### src/rtl/huffman_sched.sv
`default_nettype none
// huffman_sched -- runs one getnum counting frame, then schedules lowest-pair merges (rev 1.0)
module huffman_sched #(
    parameter int NSYM  = 10,
    parameter int NNODE = 19,
    parameter int WW    = 9
) (
    input  logic          Clk_in,
    input  logic          Rst,
    input  logic          Start,
    input  logic [8:0]    FrameLen,
    output logic          GnClr,
    output logic          GnEn,
    input  logic [WW-1:0] Num0,
    input  logic [WW-1:0] Num1,
    input  logic [WW-1:0] Num2,
    input  logic [WW-1:0] Num3,
    input  logic [WW-1:0] Num4,
    input  logic [WW-1:0] Num5,
    input  logic [WW-1:0] Num6,
    input  logic [WW-1:0] Num7,
    input  logic [WW-1:0] Num8,
    input  logic [WW-1:0] Num9,
    output logic          Busy,
    output logic          MergeValid,
    input  logic          MergeReady,
    output logic [4:0]    MergeA,
    output logic [4:0]    MergeB,
    output logic [4:0]    MergeNode,
    output logic [WW-1:0] MergeWeight,
    output logic [3:0]    NumLeaves,
    output logic          Done
);

    typedef enum logic [2:0] {
        S_IDLE   = 3'd0,
        S_CLEAR  = 3'd1,
        S_COUNT  = 3'd2,
        S_SETTLE = 3'd3,
        S_LOAD   = 3'd4,
        S_SCAN   = 3'd5,
        S_EMIT   = 3'd6,
        S_DONE   = 3'd7
    } state_t;

    state_t            state, state_nxt;
    logic [8:0]        win_cnt;
    logic [WW-1:0]     weight [NNODE];
    logic [NNODE-1:0]  active;
    logic [4:0]        scan_idx;
    logic [4:0]        min1_idx, min2_idx;
    logic [WW-1:0]     min1_w, min2_w;
    logic              min1_ok, min2_ok;
    logic [4:0]        next_node;
    logic [3:0]        num_leaves;

    logic [WW-1:0]     num [NSYM];
    logic [NSYM-1:0]   load_act;
    logic [3:0]        load_cnt;
    logic [WW-1:0]     sum_w;
    logic [WW-1:0]     cur_w;
    logic              cur_act;
    logic [4:0]        last_node;
    logic              start_ok;

    assign num[0] = Num0;
    assign num[1] = Num1;
    assign num[2] = Num2;
    assign num[3] = Num3;
    assign num[4] = Num4;
    assign num[5] = Num5;
    assign num[6] = Num6;
    assign num[7] = Num7;
    assign num[8] = Num8;
    assign num[9] = Num9;

    assign start_ok  = Start && (FrameLen != 9'd0);
    assign sum_w     = min1_w + min2_w;
    assign cur_w     = weight[scan_idx];
    assign cur_act   = active[scan_idx];
    // Index of the internal node created by the final merge of this frame.
    assign last_node = 5'(NSYM) + 5'(num_leaves) - 5'd2;

    always_comb begin
        load_act = '0;
        load_cnt = '0;
        for (int i = 0; i < NSYM; i++) begin
            load_act[i] = (num[i] != '0);
            load_cnt    = load_cnt + 4'(load_act[i]);
        end
    end

    always_comb begin
        state_nxt = state;
        case (state)
            S_IDLE:   if (start_ok) state_nxt = S_CLEAR;
            S_CLEAR:  state_nxt = S_COUNT;
            S_COUNT:  if (win_cnt == 9'd1) state_nxt = S_SETTLE;
            S_SETTLE: state_nxt = S_LOAD;
            S_LOAD:   state_nxt = (load_cnt <= 4'd1) ? S_DONE : S_SCAN;
            S_SCAN:   if (scan_idx == 5'(NNODE - 1)) state_nxt = S_EMIT;
            S_EMIT:   if (MergeReady) state_nxt = (next_node == last_node) ? S_DONE : S_SCAN;
            S_DONE:   state_nxt = S_IDLE;
            default:  state_nxt = S_IDLE;
        endcase
    end

    assign GnClr       = (state == S_CLEAR);
    assign GnEn        = (state == S_COUNT);
    assign Busy        = (state != S_IDLE) && (state != S_DONE);
    assign Done        = (state == S_DONE);
    assign MergeValid  = (state == S_EMIT);
    assign MergeA      = MergeValid ? min1_idx  : 5'd0;
    assign MergeB      = MergeValid ? min2_idx  : 5'd0;
    assign MergeNode   = MergeValid ? next_node : 5'd0;
    assign MergeWeight = MergeValid ? sum_w     : '0;
    assign NumLeaves   = num_leaves;

    always_ff @(posedge Clk_in) begin
        if (Rst) begin
            state      <= S_IDLE;
            win_cnt    <= '0;
            active     <= '0;
            scan_idx   <= '0;
            min1_idx   <= '0;
            min2_idx   <= '0;
            min1_w     <= '0;
            min2_w     <= '0;
            min1_ok    <= 1'b0;
            min2_ok    <= 1'b0;
            next_node  <= '0;
            num_leaves <= '0;
            for (int i = 0; i < NNODE; i++) weight[i] <= '0;
        end else begin
            state <= state_nxt;
            case (state)
                S_IDLE: begin
                    if (start_ok) begin
                        win_cnt    <= FrameLen;
                        num_leaves <= '0;
                    end
                end
                S_COUNT: win_cnt <= win_cnt - 9'd1;
                S_LOAD: begin
                    for (int i = 0; i < NSYM; i++) begin
                        weight[i] <= num[i];
                        active[i] <= load_act[i];
                    end
                    for (int i = NSYM; i < NNODE; i++) begin
                        weight[i] <= '0;
                        active[i] <= 1'b0;
                    end
                    num_leaves <= load_cnt;
                    next_node  <= 5'(NSYM);
                    scan_idx   <= '0;
                    min1_ok    <= 1'b0;
                    min2_ok    <= 1'b0;
                end
                S_SCAN: begin
                    scan_idx <= scan_idx + 5'd1;
                    // Strict compares in ascending index order make ties favour the lower index.
                    if (cur_act) begin
                        if (!min1_ok || (cur_w < min1_w)) begin
                            min2_idx <= min1_idx;
                            min2_w   <= min1_w;
                            min2_ok  <= min1_ok;
                            min1_idx <= scan_idx;
                            min1_w   <= cur_w;
                            min1_ok  <= 1'b1;
                        end else if (!min2_ok || (cur_w < min2_w)) begin
                            min2_idx <= scan_idx;
                            min2_w   <= cur_w;
                            min2_ok  <= 1'b1;
                        end
                    end
                end
                S_EMIT: begin
                    if (MergeReady) begin
                        active[min1_idx]  <= 1'b0;
                        active[min2_idx]  <= 1'b0;
                        weight[next_node] <= sum_w;
                        active[next_node] <= 1'b1;
                        next_node         <= next_node + 5'd1;
                        scan_idx          <= '0;
                        min1_ok           <= 1'b0;
                        min2_ok           <= 1'b0;
                    end
                end
                default: ;
            endcase
        end
    end

endmodule
`default_nettype wire

### config.mk
export PLATFORM = sky130hd
export DESIGN_NAME = huffman_sched
export DESIGN_NICKNAME = d
export VERILOG_FILES = /design/src/rtl/huffman_sched.sv
export SDC_FILE = /design/constraint.sdc
export NUM_CORES = 1
export LEC_CHECK = 0
export CORE_MARGIN = 3
export CORE_UTILIZATION = 60
export CTS_CLUSTER_SIZE = 20
export DETAILED_ROUTE_END_ITERATION = 6
export PLACE_DENSITY = 0.82
export SYNTH_ARGS = -nofsm -noshare
export SYNTH_HDL_FRONTEND = slang
export SYNTH_SLANG_ARGS = --single-unit
### constraint.sdc
create_clock -name Clk_in -period 6.75 [get_ports Clk_in]
set_clock_uncertainty 0.2 [all_clocks]
set_input_delay 1.35 -clock Clk_in [delete_from_list [all_inputs] [get_ports Clk_in]]
set_output_delay 1.35 -clock Clk_in [all_outputs]
set_load 0.05 [all_outputs]
==> impl_results.md, run 1 <==
- Outcome: finished clean
- Post-CTS Setup Inserts: 0
- Initial antenna violation count: 0
- Mapped Area: roughly 18,000 sq um
- First-pass GRT wire length: about 80 mm
- Post-cts resize count: 0
- Placed insts: a little over 2,000
- Slew Limit Fails: 0
- DP HPWL: about 36 mm
- Post-route DRC: 0
- Max Buffers Root-to-Sink: 3
- Reg clk slew, reported paths: approximately 60 ps
- RSZ-0062 raised after global routing: no
- Least-Margin Pin Slew: between 1000 and 1500 ps
- # Max-Cap Violations: 0
- Die area: about 32,000 sq um
- Num CTS Buffers: 38
- Layout cells sized above 1: under 10%
- Mapped Cells: between 1,500 and 2,000
- Drt wl/cell: approximately 25 um
- Grt ovf: 0
- Final ANT Viol Nets: 0
- CTS Root Cell: clkbuf_16
- Setup crit start kind: input pin
- Hold crit path type: flip-flop to flip-flop
- Minimum clock period: ~5700 ps
- Worst-path maximum fanout: 2
- Ys async rst share: 0%
- # IOs: roughly 140
- Leak: around 7 nW
- Setup TNS: 0 ps
- 1st-pass router iterations: 7
- Setup violators final: 0
- Relative slew slack: approximately 17%
- Ys Warns: 0
- Area contributors post-synth: edfxtp_1, dfxtp_1, mux4_2
- Detailed Route Iter0 Violations: 2,263
- GRT Total Usage: approximately a third
- Port bufs: about 140
- Critical Path End Type: flip-flop
- # nets final: roughly 1,800
- Arr. time, crit path: 5920 ps
- Post-synth EDFFs: ~290
- Vias per inst: around 6.7
- Count leader, synth: edfxtp_1
- Largest net degree at the start of global routing: 95
- Cell Count, Final, Fillers Out: between 2,000 and 2,500
- Gp weighted congestion: 0.922
- Clock latency on the worst-skew pair: approximately 530 ps
- Pwr Total: 5.52 mW
- Post-route cell area: between 20,000 and 25,000 sq um
- Num rows: 62
- Final WL: between 50 and 60 mm
- Syn_nets: between 1,500 and 2,000
- H-tree depth: 2
- Dominant cell type by area after synthesis: edfxtp_1
- Post-synthesis register bit count: ~370
- Die Span X: 179 um
- Synth-to-layout area growth: 15.4%
- Seq/Total Area, Yosys: 56.9%
- CTS tree: yes
- Starting Density: 61.7%
- Ant. Diodes: 0
- Die Span Y: approximately 180 um
- Final Cycle Share: 84.2%
- Peak supply drop: 0.286 mV
- Top achievable clock speed: 176 MHz
- Sinks on Clock Net: 368
- Vias: 14,000
- Top FF cell, synth: edfxtp_1
- Hold buffer count at cts: 0
- Core Footprint: approximately 29,000 sq um
- Yosys top cell area share: between 40% and 50%
- Vias in the first global route: 13,900
- Req. time, crit path: 6990 ps
- Fillers: 2,009
- Crit Path Class: input pin to flip-flop
- Post-synth top cells: edfxtp_1, nand2_1, nor2_1
- Placed inst area: a little under 20,000 sq um
- Syn avg cell area: approximately 11 sq um
- Fin. Hold Viols: 0
- PwrDens: about 270 nW/um^2
- Yosys cell types: between 70 and 80
==> metrics by stage <==
| stage | hold slack [ps] | utilization (%) | setup WS (ps) |
|---|---|---|---|
| finish | 251 | 71.2 | 1070 |
| global route | 263 | 71.2 | 738 |
| CTS | 248 | 71.2 | 1020 |
| detailed placement | 235 | 67.3 | 651 |
| global placement | 231 | 67.3 | 718 |
| floorplan | 216 | - | 1760 |
==> cell type report <==
cell class                 count  area, sq um  share of cell area, %
sequential                   368        10300                   49.3
multi-input combinational   1061         7130                   34.3
timing repair buffer         165         1580                   7.62
clock buffer                  51         1030                   4.96
tap                          384          480                   2.31
inverter                      45          169                  0.813
clock inverter                17          130                  0.626
==> per-layer routing <==
| metal | GRT usage (%) | routed length (um) | vias up |
|---|---|---|---|
| met2 | 55.7 | 25700 | 1045 |
| met5 | 0 | 0 | - |
| met1 | 43.3 | 18700 | 6752 |
| li1 | - | - | 6053 |
| met4 | 13.3 | 2390 | 0 |
| met3 | 5.74 | 5910 | 165 |
==> placed cells by master (no fill, tap or decap), types with 39 or more instances in the layout <==
cell | netlist | routed
a21oi_1 | 69 | 69
clkbuf_16 | 0 | 39
clkdlybuf4s50_1 | 0 | 134
dfxtp_1 | 80 | 78
edfxtp_1 | 288 | 288
inv_1 | 44 | 44
mux2i_1 | 52 | 52
mux4_2 | 52 | 52
nand2_1 | 203 | 203
nor2_1 | 197 | 196
o21ai_0 | 120 | 119
==> registers in the layout, indices dropped and copies added (netlist names), 3 cells and up, named ones only <==
register and cells:
NumLeaves 4, active 19, state 3, weight 288, min2_idx 5, scan_idx 5
win_cnt 9, min1_idx 5, next_node 5, min1_w 9, min2_w 9
==> cells by family after synthesis <==
kind of cell	after synthesis	synth area share (%)
AO/OA/AOI/OAI	326	11.6
XOR/XNOR	20	0.973
adder cells (fa/ha/maj)	41	3.14
buffers and inverters	154	3.79
flip-flops	368	56.9
multiplexers	105	9.46
AND/OR/NAND/NOR	569	14.1
==> where the power goes <==
group / switching [mW] / internal (mW)
clock: 0.848 / 1.15
sequential: 0.125 / 2.57
combinational: 0.479 / 0.349
total: 1.45 / 4.07
==> worst paths after layout <==
| kind | startpoint | end | slack (ps) | depth (start not counted) |
|---|---|---|---|---|
| worst max-delay path | Num5[2] | state[1] | 1070 | 14 |
| worst min-delay path | active[15] | active[15] | 250 | 2 |
| worst max register to register | flip-flop | min2_idx[3] | 1170 | 13 |
| worst min register to register | active[15] | active[15] | 250 | 2 |
==> critical path, stage by stage <==
cell and delay (ps):
clkdlybuf4s50_1 420, nor4_1 440, nand2_1 100, nor4_1 640, fa_1 580, fa_1 460
fa_1 510, inv_1 50, ha_1 210, fa_1 380, xnor2_1 160, nor4b_1 260
o21bai_1 90, a311oi_1 260
(Power assumes the default switching activity.)
==> inputs of run 2 (changes only) <==
CORE_UTILIZATION = 59   (was 60)
PLACE_DENSITY = 0.8   (was 0.82)
clock period = 5.6 ns   (was 6.75 ns; I/O delays follow)
==> run 2 against run 1 <==
Hold slack better by 1.3 ps. First-iteration DRC count decreased by 8.5%. Final cell count is 0.77% higher. Sequential share of layout area shrank 0.31 points. Via count rose by 0.86%. Critical path depth rose by 1. Critical endpoint unchanged. Largest power group unchanged.
==> impl_results.md, run 2 (same netlist as run 1, synthesis figures left out) <==
- Hold Crit Depth: 2 (unchanged)
- CTS Root Cell: clkbuf_16
- Setup ws final: 411 ps (-658 ps)
- Top Family by Delay on Critical Path: adder cells
- Outcome: finished clean
- Worst R2R Setup Slack: 530 ps (-640 ps)
- Req. time, crit path: 5840 ps (-1150 ps)
- R2r worst-path depth: 14 (+1)
- Cell-internal power: 4.86 mW (+20%)
- Min-delay src: active[12]
- Top Registers: weight x288, active x19
- Vias per inst: 6.71 (about the same)
- # IOs: 136 (unchanged)
- Setup TNS: 0 ps (unchanged)
- Sinks on Clock Net: 368 (unchanged)
- Synth-to-layout area growth: 16.2%
- Leak: 6.93 nW (+1.2%)
- Setup crit start kind: input pin
- Die Span Y: 181 um (+0.81%)
- Ant. Diodes: 0 (unchanged)
- Critical Path End Type: flip-flop
- Top reg by flops: weight
- Hold crit path type: flip-flop to flip-flop
- Sw Share: 26.8% (+0.53 points)
- Clock share of power: 36.0% (-0.2 points)
- DP Worst Slack: -95.6 ps (-747 ps)
- Arr. time, crit path: 5430 ps (-490 ps)
- Fillers: 2,010 (+0.050%)
- Core Footprint: 29,900 sq um (+2.4%)
- Grt ovf: 0 (unchanged)
- Relative slew slack: 6.51% (-11 points)
- PwrDens: 318 nW/um^2 (+20%)
- Minimum clock period: 5190 ps
- Port bufs: 135 (unchanged)
- Largest net degree at the start of global routing: 95 (unchanged)
- Worst path cell trace: clkdlybuf4s50_1 -> nor4_1 -> nand2_1 -> nor4_1 -> buf_4 -> fa_1 -> fa_1 -> fa_1 -> inv_1 -> ha_1 -> fa_1 -> xnor2_1 -> nor4b_1 -> o21bai_1 -> a311oi_1
- Max reg flops: 288 (unchanged)
- Die Span X: 181 um (+0.81%)
- Peak supply drop: 0.251 mV (-12%)
- Detailed Route Iter0 Violations: 2,070 (-8.5%)
- Drt wl/cell: 25.2 um (about the same)
- Most common cell after layout, fill and taps aside: edfxtp_1
- Vias in the first global route: 14,200 (+1.8%)
- Worst-path maximum fanout: 2 (unchanged)
- Most frequent cells in the layout: edfxtp_1, nand2_1, nor2_1, clkdlybuf4s50_1, o21ai_0
- Crit Path Class: input pin to flip-flop
- Max Buffers Root-to-Sink: 3 (unchanged)
- CP max stage cell: fa_1
- Clock latency on the worst-skew pair: 540 ps (about the same)
- GRT Total Usage: 31.9% (-1.3 points)
- Pwr Total: 6.65 mW (+20%)
- Num CTS Buffers: 37 (-2.6%)
- Fin. Hold Viols: 0 (unchanged)
- Final WL: 53.0 mm (+0.78%)
- Gp weighted congestion: 0.978 (+6.1%)
- CP bufs+invs: 3 (+1)
- Post-route DRC: 0 (unchanged)
- End of the worst register-to-register path: min2_w[2]
- Placed inst area: 19,800 sq um (+0.70%)
- Seq pwr share: 48.5% (-0.3 points)
- Num rows: 63 (+1.6%)
- H-tree depth: 2 (unchanged)
- # Max-Cap Violations: 0 (unchanged)
- Slew Limit Fails: 0 (unchanged)
- Die area: 32,600 sq um (+1.6%)
- Setup violators final: 0 (unchanged)
- Reg clk slew, reported paths: 60 ps (about the same)
- P_sw: 1.78 mW (+23%)
- # nets final: 1,836 (+0.71%)
- Final ANT Viol Nets: 0 (unchanged)
- Vias: 14,100 (+0.86%)
- CTS tree: yes
- Hold buffer count at cts: 0 (unchanged)
- CP peak stage delay: 520 ps (-120 ps)
- 1st-pass router iterations: 6 (-1)
- Post-route cell area: 20,900 sq um (+0.63%)
- Initial antenna violation count: 0 (unchanged)
- Top achievable clock speed: 193 MHz
- Least-Margin Pin Slew: 1390 ps (+158 ps)
- Post-CTS Setup Inserts: 0 (unchanged)
- Starting Density: 60.3% (-1.5 points)
- Crit-path most repeated cell: fa_1
- Comb pwr share: 15.4% (+0.4 points)
- Final Cycle Share: 92.7%
- DP HPWL: 36.9 mm (+2.1%)
- Post-cts resize count: 0 (unchanged)
- First-pass GRT wire length: 81.0 mm (+1.3%)
- Layout cells sized above 1: 10.5% (+1.2 points)
- WHS: 252 ps (+1.30 ps)
- Hold EP: active[12]
- RSZ-0062 raised after global routing: no
[run 2: routing by layer]
layer | global-route usage, % | wire length, um | part of all wire, %
met1 | 41.1 | 19400 | 37
met2 | 52.6 | 25600 | 48
met3 | 7.01 | 5560 | 10
met4 | 13.5 | 2430 | 4.6
met5 | 0 | 0 | 0
[run 2: power by group through the flow]
| stage | Sequential, mW | Combinational, mW | Clock [mW] |
|---|---|---|---|
| finish | 3.22 | 1.03 | 2.39 |
| global route | 3.24 | 1.10 | 2.50 |
| CTS | 3.22 | 1.01 | 2.39 |
| detailed placement | 3.28 | 1.00 | 0 |
| global placement | 3.27 | 0.973 | 0 |
| floorplan | 3.20 | 0.723 | 0 |
[run 2: layout make-up]
| type | instances | area (sq um) | share of cell area, % |
|---|---|---|---|
| inverters | 45 | 169 | 0.808 |
| repair buffers | 179 | 1710 | 8.20 |
| flip-flops and latches | 368 | 10300 | 49.0 |
| well taps | 390 | 488 | 2.33 |
| multi-input cells | 1061 | 7130 | 34.1 |
| clock inverters | 18 | 145 | 0.694 |
| clock buffers | 46 | 1010 | 4.83 |
[run 2: through the flow]
stage | util, % | cells
after global routing | 70.0 | 2107
after detailed placement | 66.1 | 2043
after global placement | 66.1 | 2043
final | 70.0 | 2107
after CTS | 70.0 | 2107
after floorplan | - | 1583
[run 2: worst max path at each step]
stage,startpoint,end,slack [ps],depth (start not counted)
floorplan,Num9[5],state[1],840,13
finish,Num5[2],state[1],410,15
CTS,Num5[2],state[1],400,15
detailed placement,Num5[2],state[1],-100,15
global placement,Num1[3],state[1],90,14
global route,Num5[2],state[1],140,15
[run 2: worst min-delay path, cell delays in order (launching register included)]
cell and delay (ps):
dfxtp_1 310, nand2_1 60, nand2_1 40
==> inputs of run 3 (changes only) <==
CTS_CLUSTER_DIAMETER = 40   (was not set)
==> run 3 against run 2 <==
Final cell count up 0.38%. Sequential share of layout area fell by 0.46 points. Global-route usage rose by 0.19 points. Hold slack better by 7.1 ps. First-iteration DRC count increased by 8.6%. Critical path depth unchanged. Fmax grew 0.19%. Die area did not move. Utilization grew 0.66 points. Critical path type unchanged. Largest cell class unchanged. Highest routed layer unchanged.
==> impl_results.md, run 3 (same netlist as run 1, synthesis figures left out) <==
- Register area: 10,300 sq um (unchanged)
- Vias in the first global route: 14,100 (-0.23%)
- Die area: 32,600 sq um (unchanged)
- CTS tree: yes
- Layout Utilization: 70.7% (+0.66 points)
- Initial antenna violation count: 0 (unchanged)
- Post-route cell area: 21,100 sq um (+0.94%)
- 1st-pass router iterations: 6 (unchanged)
- CP bufs+invs: 3 (unchanged)
- Met1 usage: 41.4% (+0.28 points)
- Vias: 14,200 (+0.29%)
- Starting Density: 60.3% (unchanged)
- Top Registers: weight x288, active x19
- Fillers: 1,988 (-1.1%)
- # nets final: 1,839 (+0.16%)
- Minimum clock period: 5180 ps (-9.83 ps)
- Peak supply drop: 0.297 mV (+19%)
- Max reg flops: 288 (unchanged)
- Detailed Route Iter0 Violations: 2,248 (+8.6%)
- Reg clk slew, reported paths: 70 ps (about the same)
- RSZ-0062 raised after global routing: no
- DP HPWL: 36.9 mm (unchanged)
- Fin. Hold Viols: 0 (unchanged)
- Final Cycle Share: 92.5% (-0.18 points)
- Multi-input combinational cell area: 7130 sq um (unchanged)
- Max Buffers Root-to-Sink: 3 (unchanged)
- Req. time, crit path: 5850 ps (about the same)
- # IOs: 136 (unchanged)
- CP max stage cell: fa_1
- Setup violators final: 0 (unchanged)
- Sinks on Clock Net: 368 (unchanged)
- Layout cells sized above 1: 11.2% (+0.70 points)
- Final ANT Viol Nets: 0 (unchanged)
- Worst path cell trace: clkdlybuf4s50_1 -> nor4_1 -> nand2_1 -> nor4_1 -> buf_4 -> fa_1 -> fa_1 -> fa_1 -> inv_1 -> ha_1 -> fa_1 -> xnor2_1 -> nor4b_1 -> o21bai_1 -> a311oi_1
- GRT Total Usage: 32.1% (+0.19 points)
- Num rows: 63 (unchanged)
- Post-route DRC: 0 (unchanged)
- Die Span Y: 181 um (unchanged)
- Pwr Total: 6.95 mW (+4.5%)
- Setup TNS: 0 ps (unchanged)
- CP peak stage delay: 500 ps (-20 ps)
- Hold buffer count at cts: 0 (unchanged)
- Post-cts resize count: 0 (unchanged)
- Gp weighted congestion: 0.978 (unchanged)
- # Max-Cap Violations: 0 (unchanged)
- Relative slew slack: 8.59% (+2.1 points)
- First-pass GRT wire length: 81.5 mm (+0.62%)
- Arr. time, crit path: 5420 ps (about the same)
- Vias per inst: 6.70 (about the same)
- Core Footprint: 29,900 sq um (unchanged)
- Grt peak-use layer: met2
- CTS Root Cell: clkbuf_16
- Post-CTS Setup Inserts: 0 (unchanged)
- Setup ws final: 421 ps (+9.83 ps)
- Top Family by Delay on Critical Path: adder cells
- GR Util met3: 7.03% (+0.020 points)
- Slew Limit Fails: 0 (unchanged)
- H-tree depth: 2 (unchanged)
- Most common cell after layout, fill and taps aside: edfxtp_1
- Final WL: 53.2 mm (+0.27%)
- Met2 Usage GRT: 53.4% (+0.77 points)
- Synth-to-layout area growth: 17.2%
- Cell Count, Final, Fillers Out: 2,115 (+0.38%)
- Die Span X: 181 um (unchanged)
- Hold crit path type: flip-flop to flip-flop
- Grt ovf: 0 (unchanged)
- Crit-path most repeated cell: fa_1
- WHS: 259 ps (+7.11 ps)
- Leak: 7.02 nW (+1.2%)
- Top reg by flops: weight
- Least-Margin Pin Slew: 1360 ps (-30.9 ps)
- Outcome: finished clean
- Top achievable clock speed: 193 MHz (+0.19%)
- Worst-path maximum fanout: 2 (unchanged)
- Largest net degree at the start of global routing: 95 (unchanged)
- Most frequent cells in the layout: edfxtp_1, nand2_1, nor2_1, clkdlybuf4s50_1, o21ai_0
- Setup crit start kind: input pin
- PwrDens: 329 nW/um^2 (+3.6%)
- Port bufs: 135 (unchanged)
- Clock latency on the worst-skew pair: 540 ps (about the same)
- Drt wl/cell: 25.1 um (-0.11%)
- Critical Path End Type: flip-flop
- Placed inst area: 19,800 sq um (unchanged)
- Ant. Diodes: 0 (unchanged)
- DP Worst Slack: -95.6 ps (unchanged)
- Num CTS Buffers: 40 (+8.1%)
- Crit Path Class: input pin to flip-flop
- Placed insts: 2,043 (unchanged)
## run 3: final cells by class
cell class	count	area share, %
Tap cell	390	2.31
Clock inverter	28	1.49
Clock buffer	44	4.91
Inverter	45	0.800
Timing Repair Buffer	179	8.12
Sequential cell	368	48.6
Multi-Input combinational cell	1061	33.8
## run 3: worst paths after layout
| kind | from | slack (ps) | to | cells after the start |
|---|---|---|---|---|
| setup reg to reg | flip-flop | 520 | min2_w[2] | 14 |
| setup / recovery | Num5[2] | 420 | state[1] | 15 |
| hold / removal | active[17] | 260 | active[17] | 2 |
| hold reg to reg | active[17] | 260 | active[17] | 2 |
## run 3: worst register-to-register path, cell delays in order, from the launching register on
cell       delay, ps
dfxtp_1          400
buf_4            370
nor2b_1          100
buf_4            220
a221oi_1         600
a21oi_1          180
o211ai_1         590
ha_1             390
and4_1           240
o211ai_1         100
a2bb2oi_1        470
nor2_1           140
a211oi_2         320
nand2_1          270
o32ai_1          390
## run 3: power breakdown
group / leakage (nW) / switching (mW) / total [mW] / internal [mW]
combinational: 2.86 / 0.591 / 1.02 / 0.433
clock: 0.650 / 1.17 / 2.70 / 1.53
sequential: 3.50 / 0.132 / 3.23 / 3.09
total: 7.02 / 1.90 / 6.95 / 5.05
## run 3: layer usage
layer | vias up | share of wire, % | wire (um)
met4 | 0 | 4.6 | 2450
met1 | 6936 | 36 | 19100
met2 | 959 | 48 | 25700
li1 | 6094 | - | -
met3 | 188 | 11 | 5960
met5 | - | 0 | 0
